`src/rtl/range_counter.sv`:
```
// rtl/range_counter.sv - parametrised wrap/saturate up/down counter with load and wrap status
// Optional wrap event counter: define RANGE_COUNTER_WRAP_CNT_EN.
module range_counter #(
  parameter int     WIDTH    = 4,
  parameter longint RST_VAL  = 10,
  parameter longint MIN_VAL  = 0,
  parameter longint MAX_VAL  = 15,
  parameter longint STEP     = 1,
  parameter int     SATURATE = 0
) (
  input  logic             clk,
  input  logic             rst,
  input  logic             en,
  input  logic             up_dn,
  input  logic             load,
  input  logic [WIDTH-1:0] load_val,
  output logic [WIDTH-1:0] q,
  output logic             at_limit,
  output logic             wrap,
  output logic [7:0]       wrap_cnt
);

  if (WIDTH < 2 || WIDTH > 32 || MIN_VAL < 0 || MIN_VAL >= MAX_VAL ||
      MAX_VAL > ((longint'(1) << WIDTH) - 1) || RST_VAL < MIN_VAL || RST_VAL > MAX_VAL ||
      STEP < 1 || STEP > (MAX_VAL - MIN_VAL + 1) || (SATURATE != 0 && SATURATE != 1))
  begin : g_bad_params
    $error("range_counter: illegal parameter combination");
  end

  // Two guard bits: one for the carry of q+STEP, one for the sign of q-STEP.
  localparam int XW = WIDTH + 2;

  localparam logic [WIDTH-1:0] RST_W  = WIDTH'(RST_VAL);
  localparam logic [WIDTH-1:0] MIN_W  = WIDTH'(MIN_VAL);
  localparam logic [WIDTH-1:0] MAX_W  = WIDTH'(MAX_VAL);
  localparam logic [WIDTH-1:0] STEP_W = WIDTH'(STEP);
  localparam logic [WIDTH-1:0] ONE_W  = WIDTH'(1);

  localparam logic signed [XW-1:0] MIN_X  = XW'(MIN_VAL);
  localparam logic signed [XW-1:0] MAX_X  = XW'(MAX_VAL);
  localparam logic signed [XW-1:0] STEP_X = XW'(STEP);

  logic [WIDTH-1:0]     q_q, q_d;
  logic                 wrap_q, wrap_d;
  logic signed [XW-1:0] q_ext, up_sum, dn_diff;

  always_comb begin
    q_ext   = {2'b00, q_q};
    up_sum  = q_ext + STEP_X;
    dn_diff = q_ext - STEP_X;
    q_d     = q_q;
    wrap_d  = 1'b0;
    if (load) begin
      if (load_val < MIN_W)      q_d = MIN_W;
      else if (load_val > MAX_W) q_d = MAX_W;
      else                       q_d = load_val;
    end else if (en) begin
      if (up_dn) begin
        if (up_sum <= MAX_X) begin
          q_d = up_sum[WIDTH-1:0];
        end else if (SATURATE != 0) begin
          q_d    = MAX_W;
          wrap_d = (q_q != MAX_W);
        end else begin
          // MIN + (nxt - MAX - 1) evaluated modulo 2^WIDTH
          q_d    = q_q + STEP_W - MAX_W - ONE_W + MIN_W;
          wrap_d = 1'b1;
        end
      end else begin
        if (dn_diff >= MIN_X) begin
          q_d = dn_diff[WIDTH-1:0];
        end else if (SATURATE != 0) begin
          q_d    = MIN_W;
          wrap_d = (q_q != MIN_W);
        end else begin
          q_d    = MAX_W - MIN_W + q_q - STEP_W + ONE_W;
          wrap_d = 1'b1;
        end
      end
    end
  end

  always_ff @(posedge clk or posedge rst) begin
    if (rst) begin
      q_q    <= RST_W;
      wrap_q <= 1'b0;
    end else begin
      q_q    <= q_d;
      wrap_q <= wrap_d;
    end
  end

  assign q        = q_q;
  assign wrap     = wrap_q;
  assign at_limit = up_dn ? (q_q == MAX_W) : (q_q == MIN_W);

`ifdef RANGE_COUNTER_WRAP_CNT_EN
  logic [7:0] wrap_cnt_q, wrap_cnt_d;

  // Counts alongside the wrap flag being registered, sticking at 255.
  always_comb begin
    wrap_cnt_d = wrap_cnt_q;
    if (load)                                  wrap_cnt_d = 8'd0;
    else if (wrap_d && wrap_cnt_q != 8'd255)   wrap_cnt_d = wrap_cnt_q + 8'd1;
  end

  always_ff @(posedge clk or posedge rst) begin
    if (rst) wrap_cnt_q <= 8'd0;
    else     wrap_cnt_q <= wrap_cnt_d;
  end

  assign wrap_cnt = wrap_cnt_q;
`else
  assign wrap_cnt = 8'd0;
`endif

endmodule

```
`config.mk`:
```
export PLATFORM = sky130hd
export DESIGN_NAME = range_counter
export DESIGN_NICKNAME = d
export VERILOG_FILES = /design/src/rtl/range_counter.sv
export SDC_FILE = /design/constraint.sdc
export NUM_CORES = 1
export LEC_CHECK = 0
export ABC_AREA = 0
export CAP_MARGIN = 5
export CORE_ASPECT_RATIO = 0.8
export CORE_MARGIN = 3
export CORE_UTILIZATION = 30
export DETAILED_ROUTE_END_ITERATION = 8
export PLACE_DENSITY_LB_ADDON = 0.2
export SYNTH_ARGS = -nofsm -noshare
export SYNTH_HDL_FRONTEND = slang
export SYNTH_SLANG_ARGS = --single-unit
```
`constraint.sdc`:
```
create_clock -name clk -period 3.5 [get_ports clk]
set_input_delay 0.525 -clock clk [delete_from_list [all_inputs] [get_ports clk]]
set_output_delay 0.525 -clock clk [all_outputs]
set_load 0.02 [all_outputs]
```
==> flow_summary.ini, run 1 <==
[status]
run_status = completed

[finish]
finalCoreUtilization_pct = 43.4
fin_nets = 89
fill_cells = 147
area_delta_synth_final_pct = 25.2
seq_area_um2 = 128
multiInputGateArea_um2 = 312
drive_gt1_share_pct = 12.0
antenna_cells = 0

[critical_path]
critical_path_required_ps = 2970
endpoint_kind = output port
critical_path_arrival_ps = 2070
start_kind = primary input
r2r_cells = 3
criticalPathCategory = in -> out
rrSetupSlack_ps = 1900
cp_max_fo = 8
r2r-end = q[3]
r2r-start = q[2]

[synth]
ys_seq_elements = 5
synthDistinctLibCells = 29
ys_seq_area_share_pct = 24.3
post_synth_xor_area_fraction_pct = 6.67
syn_area_per_cell_um2 = 8.34
yosys.cell_count.top_type = buf_4
yosys.area.top_type_share_pct = 14.3
synthMuxAreaShare_pct = 4.05
synthCells = 63
synth-compound-area-share_pct = 13.1
synth_area_leaders = dfrtp_1, buf_4, dfstp_2
syn_area_um2 = 526
synth-simple-area-share_pct = 20.2
ys.flop_type = dfrtp_1
ys_top_cells_by_count = buf_4, inv_1, clkbuf_1, ha_1
synthAdderAreaFrac_pct = 9.52
synth_top_family_by_area = buffers and inverters
yosys.area.top_type = dfrtp_1
async_flop_share_pct = 100
synth_edf_count = 0
synth_warnings = 0

[grt]
track_usage_pct = 8.87
grt_pass1_wl_um = 1440
grt_overflow = 0
grtUsageMet3_pct = 7.22
met2_usage_pct = 11.6
use_met1_pct = 11.9
antenna_found_initial = 0
grt_start_max_net_pins = 13
grt_pass1_vias = 323
busiest_layer = met1

[cts]
cts_tree = yes
cts_buffers = 3
clk_pin_slew_ps = 40
cts_setup_buffers = 0
h-tree-depth = 1
cts_max_path_buffers = 2
cts_resized = 0
cts-root-buf = clkbuf_4
holdBufCountCts = 0
clock_sinks = 5
clock_latency_ps = 240

[timing]
max_freq_mhz = 385
holdWs_ps = 490
min_period_ps = 2600
hold_violations = 0
finClkSkew_ps = 0.426
finalSetupTns_ps = 0
final-setup-viol-count = 0
fin_crit_sh_pct = 74.2
maxSlewViolCount = 0
rsz0062_at_grt = no

[placed_design]
portBuffers = 14
routabilityCongestion = 0.654
hpwl_um = 777

[power]
internal_power_uw = 157
power.leakage_nw = 0.291
power_switching_uw = 87.6
seq_power_share_pct = 34.9
power.share.clock_pct = 26.7
p_per_area_mw_per_mm2 = 371
ir_drop_uv = 243
power_frac_comb_pct = 38.4
swShare_pct = 35.8

[die]
ioPinCount = 23
start_util_pct = 34.7
num_rows = 12
die_w_um = 52.8
dieArea_mm2 = 0.00229
core_region_area_mm2 = 0.00152
die_height_um = 43.4

[route]
num_vias = 421
antenna_left = 0
wire_per_inst_um = 9.95
drt_iter0_markers = 4
dr.pass1.iters = 3
post-route-drc-count = 0
wl_um = 955
vias_per_cell = 4.39

[worst_hold_path]
hold_class = in -> async

[job]
cap_viol_max_count = 0
-- metal layers --
layer  share of wire, %  vias up  routed length (µm)
met1                 47      188                 450
met3                9.6        0                  92
met4                  0        0                   0
met2                 43       14                 412
li1                   -      219                   -
met5                  0        -                   0
-- cell type report --
type / count / share of cell area [%]
Inverter: 7 / 3.99
Multi-Input combinational cell: 45 / 47.3
Timing Repair Buffer: 14 / 21.3
Clock buffer: 4 / 3.99
Sequential cell: 5 / 19.4
Tap cell: 21 / 3.99
-- cell families (layout without fill, tap and decap cells) --
logic type,count (synthesis),count (layout)
AO/OA/AOI/OAI,9,9
XOR/XNOR,4,4
adder cells (fa/ha/maj),4,4
buffers and inverters,20,25
flip-flops,5,5
multiplexers,2,2
other,1,8
AND/OR/NAND/NOR,18,18
-- registers in the layout, summed over array words and instances (netlist names) --
| name | cells |
|---|---|
| wrap | 1 |
| q | 4 |
-- through the flow --
step / power (mW) / instance area (µm²) / setup slack, ps / std cells
after CTS: 0.247 / 658 / 895 / 96
after floorplan: 0.155 / 552 / 1430 / 70
after detailed placement: 0.180 / 632 / 894 / 92
final: 0.244 / 658 / 902 / 96
after global placement: 0.180 / 632 / 907 / 92
after global routing: 0.263 / 658 / 802 / 96
-- layout by cell type, fill, tap and decap left out, types with 2 or more instances in the layout --
cell type	n
clkdlybuf4s50_1	14
nor3b_1	2
nor2_1	3
clkbuf_4	3
nand3_1	3
xor2_1	2
conb_1	8
inv_1	7
nand4_1	2
o21ai_0	3
xnor2_1	2
nand2_1	3
dfstp_2	2
ha_1	4
dfrtp_1	3
-- worst max path at each step --
stage,start,to,slack [ps],depth (start not counted)
after floorplan,q[0],at_limit,1430,4
after global placement,up_dn,at_limit,910,3
after detailed placement,up_dn,at_limit,890,3
after CTS,up_dn,at_limit,890,3
after global routing,up_dn,at_limit,800,3
final,up_dn,at_limit,900,3
-- worst max-delay path: stages --
cell and delay, ps:
clkdlybuf4s50_1 540, o41ai_1 350, clkdlybuf4s50_1 660
-- power by group through the flow --
stage / logic (mW) / clock network (mW) / registers (mW)
detailed placement: 0.0939 / 0 / 0.0857
global route: 0.103 / 0.0723 / 0.0874
CTS: 0.0943 / 0.0675 / 0.0852
finish: 0.0938 / 0.0653 / 0.0854
floorplan: 0.0694 / 0 / 0.0858
global placement: 0.0939 / 0 / 0.0860
Power figures use the tool's default switching activity.
==> run 2, diff against run 1 <==
==> constraint.sdc (replaced) <==
create_clock -name clk -period 2.1 [get_ports clk]
set_input_delay 0.315 -clock clk [delete_from_list [all_inputs] [get_ports clk]]
set_output_delay 0.315 -clock clk [all_outputs]
set_load 0.02 [all_outputs]
==> run 2 against run 1 <==
- register-to-register slack lost 1400 ps
- worst hold slack worse by 220 ps
- power up 75%
- routed wire length grew 10%
- critical endpoint unchanged
- highest routed layer is now met4
==> flow_summary.ini, run 2 (synthesis results as in run 1) <==
[status]
run_status = completed

[placed_design]
portBuffers = 14
hpwl_um = 865
routabilityCongestion = 0.693
place_inst = 96

[route]
dr.pass1.iters = 4
wire_per_inst_um = 10.5
drt_iter0_markers = 5
num_vias = 447
post-route-drc-count = 0
vias_per_cell = 4.47
antenna_left = 0
wl_um = 1050

[finish]
drive_gt1_share_pct = 16.5
layout_commonest_cell = clkdlybuf4s50_1
antenna_cells = 0
fin_nets = 93
final_cell_mix = clkdlybuf4s50_1, conb_1, inv_1
area_delta_synth_final_pct = 30.7
final_cells = 100
finalCoreUtilization_pct = 45.3
largest_reg_flops = 4

[die]
start_util_pct = 34.7
ioPinCount = 23
die_w_um = 52.8
core_region_area_mm2 = 0.00152
die_height_um = 43.4
dieArea_mm2 = 0.00229
num_rows = 12

[grt]
grt_overflow = 0
grt_pass1_wl_um = 1690
antenna_found_initial = 0
track_usage_pct = 10.5
grt_pass1_vias = 372
grt_start_max_net_pins = 13

[critical_path]
cp_cell_sequence = ha_1 -> nand4_1 -> o41ai_1 -> dlygate4sd2_1
slowest_stage = dfstp_2
critical_path_required_ps = 1780
cp_max_fo = 5
critical_path_arrival_ps = 1550
endpoint_kind = output port
start_kind = flop
r2r-end = q[3]
r2r_cells = 4
r2r-start = q[2]
criticalPathCategory = reg -> out
critical_path.max_stage_delay_ps = 550
rrSetupSlack_ps = 470

[timing]
finClkSkew_ps = 5.29
max_freq_mhz = 536
rsz0062_at_grt = no
hold_violations = 0
holdWs_ps = 272
min_period_ps = 1870
final-setup-viol-count = 0
maxSlewViolCount = 0
finalSetupTns_ps = 0
fin_crit_sh_pct = 88.9

[job]
cap_viol_max_count = 0

[cts]
cts_tree = yes
clock_sinks = 5
cts-root-buf = clkbuf_4
clk_pin_slew_ps = 50
cts_buffers = 3
cts_max_path_buffers = 2
clock_latency_ps = 250
h-tree-depth = 1

[worst_hold_path]
hold_class = in -> async

[power]
power.leakage_nw = 0.314
ir_drop_uv = 296
p_per_area_mw_per_mm2 = 623
## run 2: metrics by stage
step	setup WS (ps)	total power, mW	instance area (µm²)
final	233	0.428	687
after global routing	88.1	0.466	687
after CTS	215	0.431	687
after detailed placement	54.7	0.313	662
after global placement	60.2	0.313	662
after floorplan	242	0.259	552
## run 2: worst max-delay path by stage
| stage | slack, ps | cells after the start | to | startpoint |
|---|---|---|---|---|
| 3_5_place_dp | 50 | 3 | at_limit | up_dn |
| 6_report | 230 | 4 | at_limit | q[1] |
| 3_3_place_gp | 60 | 3 | at_limit | up_dn |
| 4_1_cts | 210 | 4 | at_limit | q[1] |
| 5_1_grt | 90 | 5 | at_limit | q[0] |
| 2_1_floorplan | 240 | 4 | at_limit | q[0] |
## run 2: area by class of cell
| class | count | area [µm²] |
|---|---|---|
| Fill cell | 154 | 830 |
| Clock buffer | 4 | 26.3 |
| Timing Repair Buffer | 18 | 169 |
| Sequential cell | 5 | 128 |
| Inverter | 7 | 26.3 |
| Tap cell | 21 | 26.3 |
| Multi-Input combinational cell | 45 | 312 |
## run 2: where the power goes
part	switching (mW)	total (mW)	internal, mW
registers	0.0166	0.130	0.114
logic	0.0939	0.180	0.0860
clock network	0.0455	0.118	0.0722
## run 2: what timing repair did
item,in CTS,in global routing
setup buffers,0,0
endpoints found under the setup margin,1,0
hold buffers,0,0
gates resized for setup,1,0
## run 2: metal layers
metal / GRT usage [%] / routed length [µm] / share of wire, % / vias up
met5: 0 / 0 / 0 / -
met4: 3.06 / 2 / 0.19 / 0
met3: 7.56 / 88 / 8.4 / 2
met2: 14.1 / 489 / 46 / 14
met1: 13.1 / 471 / 45 / 202
li1: - / - / - / 229
## run 2: worst max-delay path: cells and delay by family (launching register included)
kind	cells	cell delay (ps)
DFF	1	550
buffers and inverters	1	370
adders and majority gates	1	210
and+or+nand+nor	1	110
AOI/OAI and AO/OA	1	70
==> run 3, diff against run 2 <==
--- a/config.mk
+++ b/config.mk
@@ -10,7 +10,9 @@
 export CORE_ASPECT_RATIO = 0.8
 export CORE_MARGIN = 3
 export CORE_UTILIZATION = 30
+export CTS_CLUSTER_SIZE = 30
 export DETAILED_ROUTE_END_ITERATION = 8
+export HOLD_SLACK_MARGIN = 0.15
 export PLACE_DENSITY_LB_ADDON = 0.2
 export SYNTH_ARGS = -nofsm -noshare
 export SYNTH_HDL_FRONTEND = slang
==> results of run 3 <==
Final layout, timing and power as in run 2 (identical DEF).
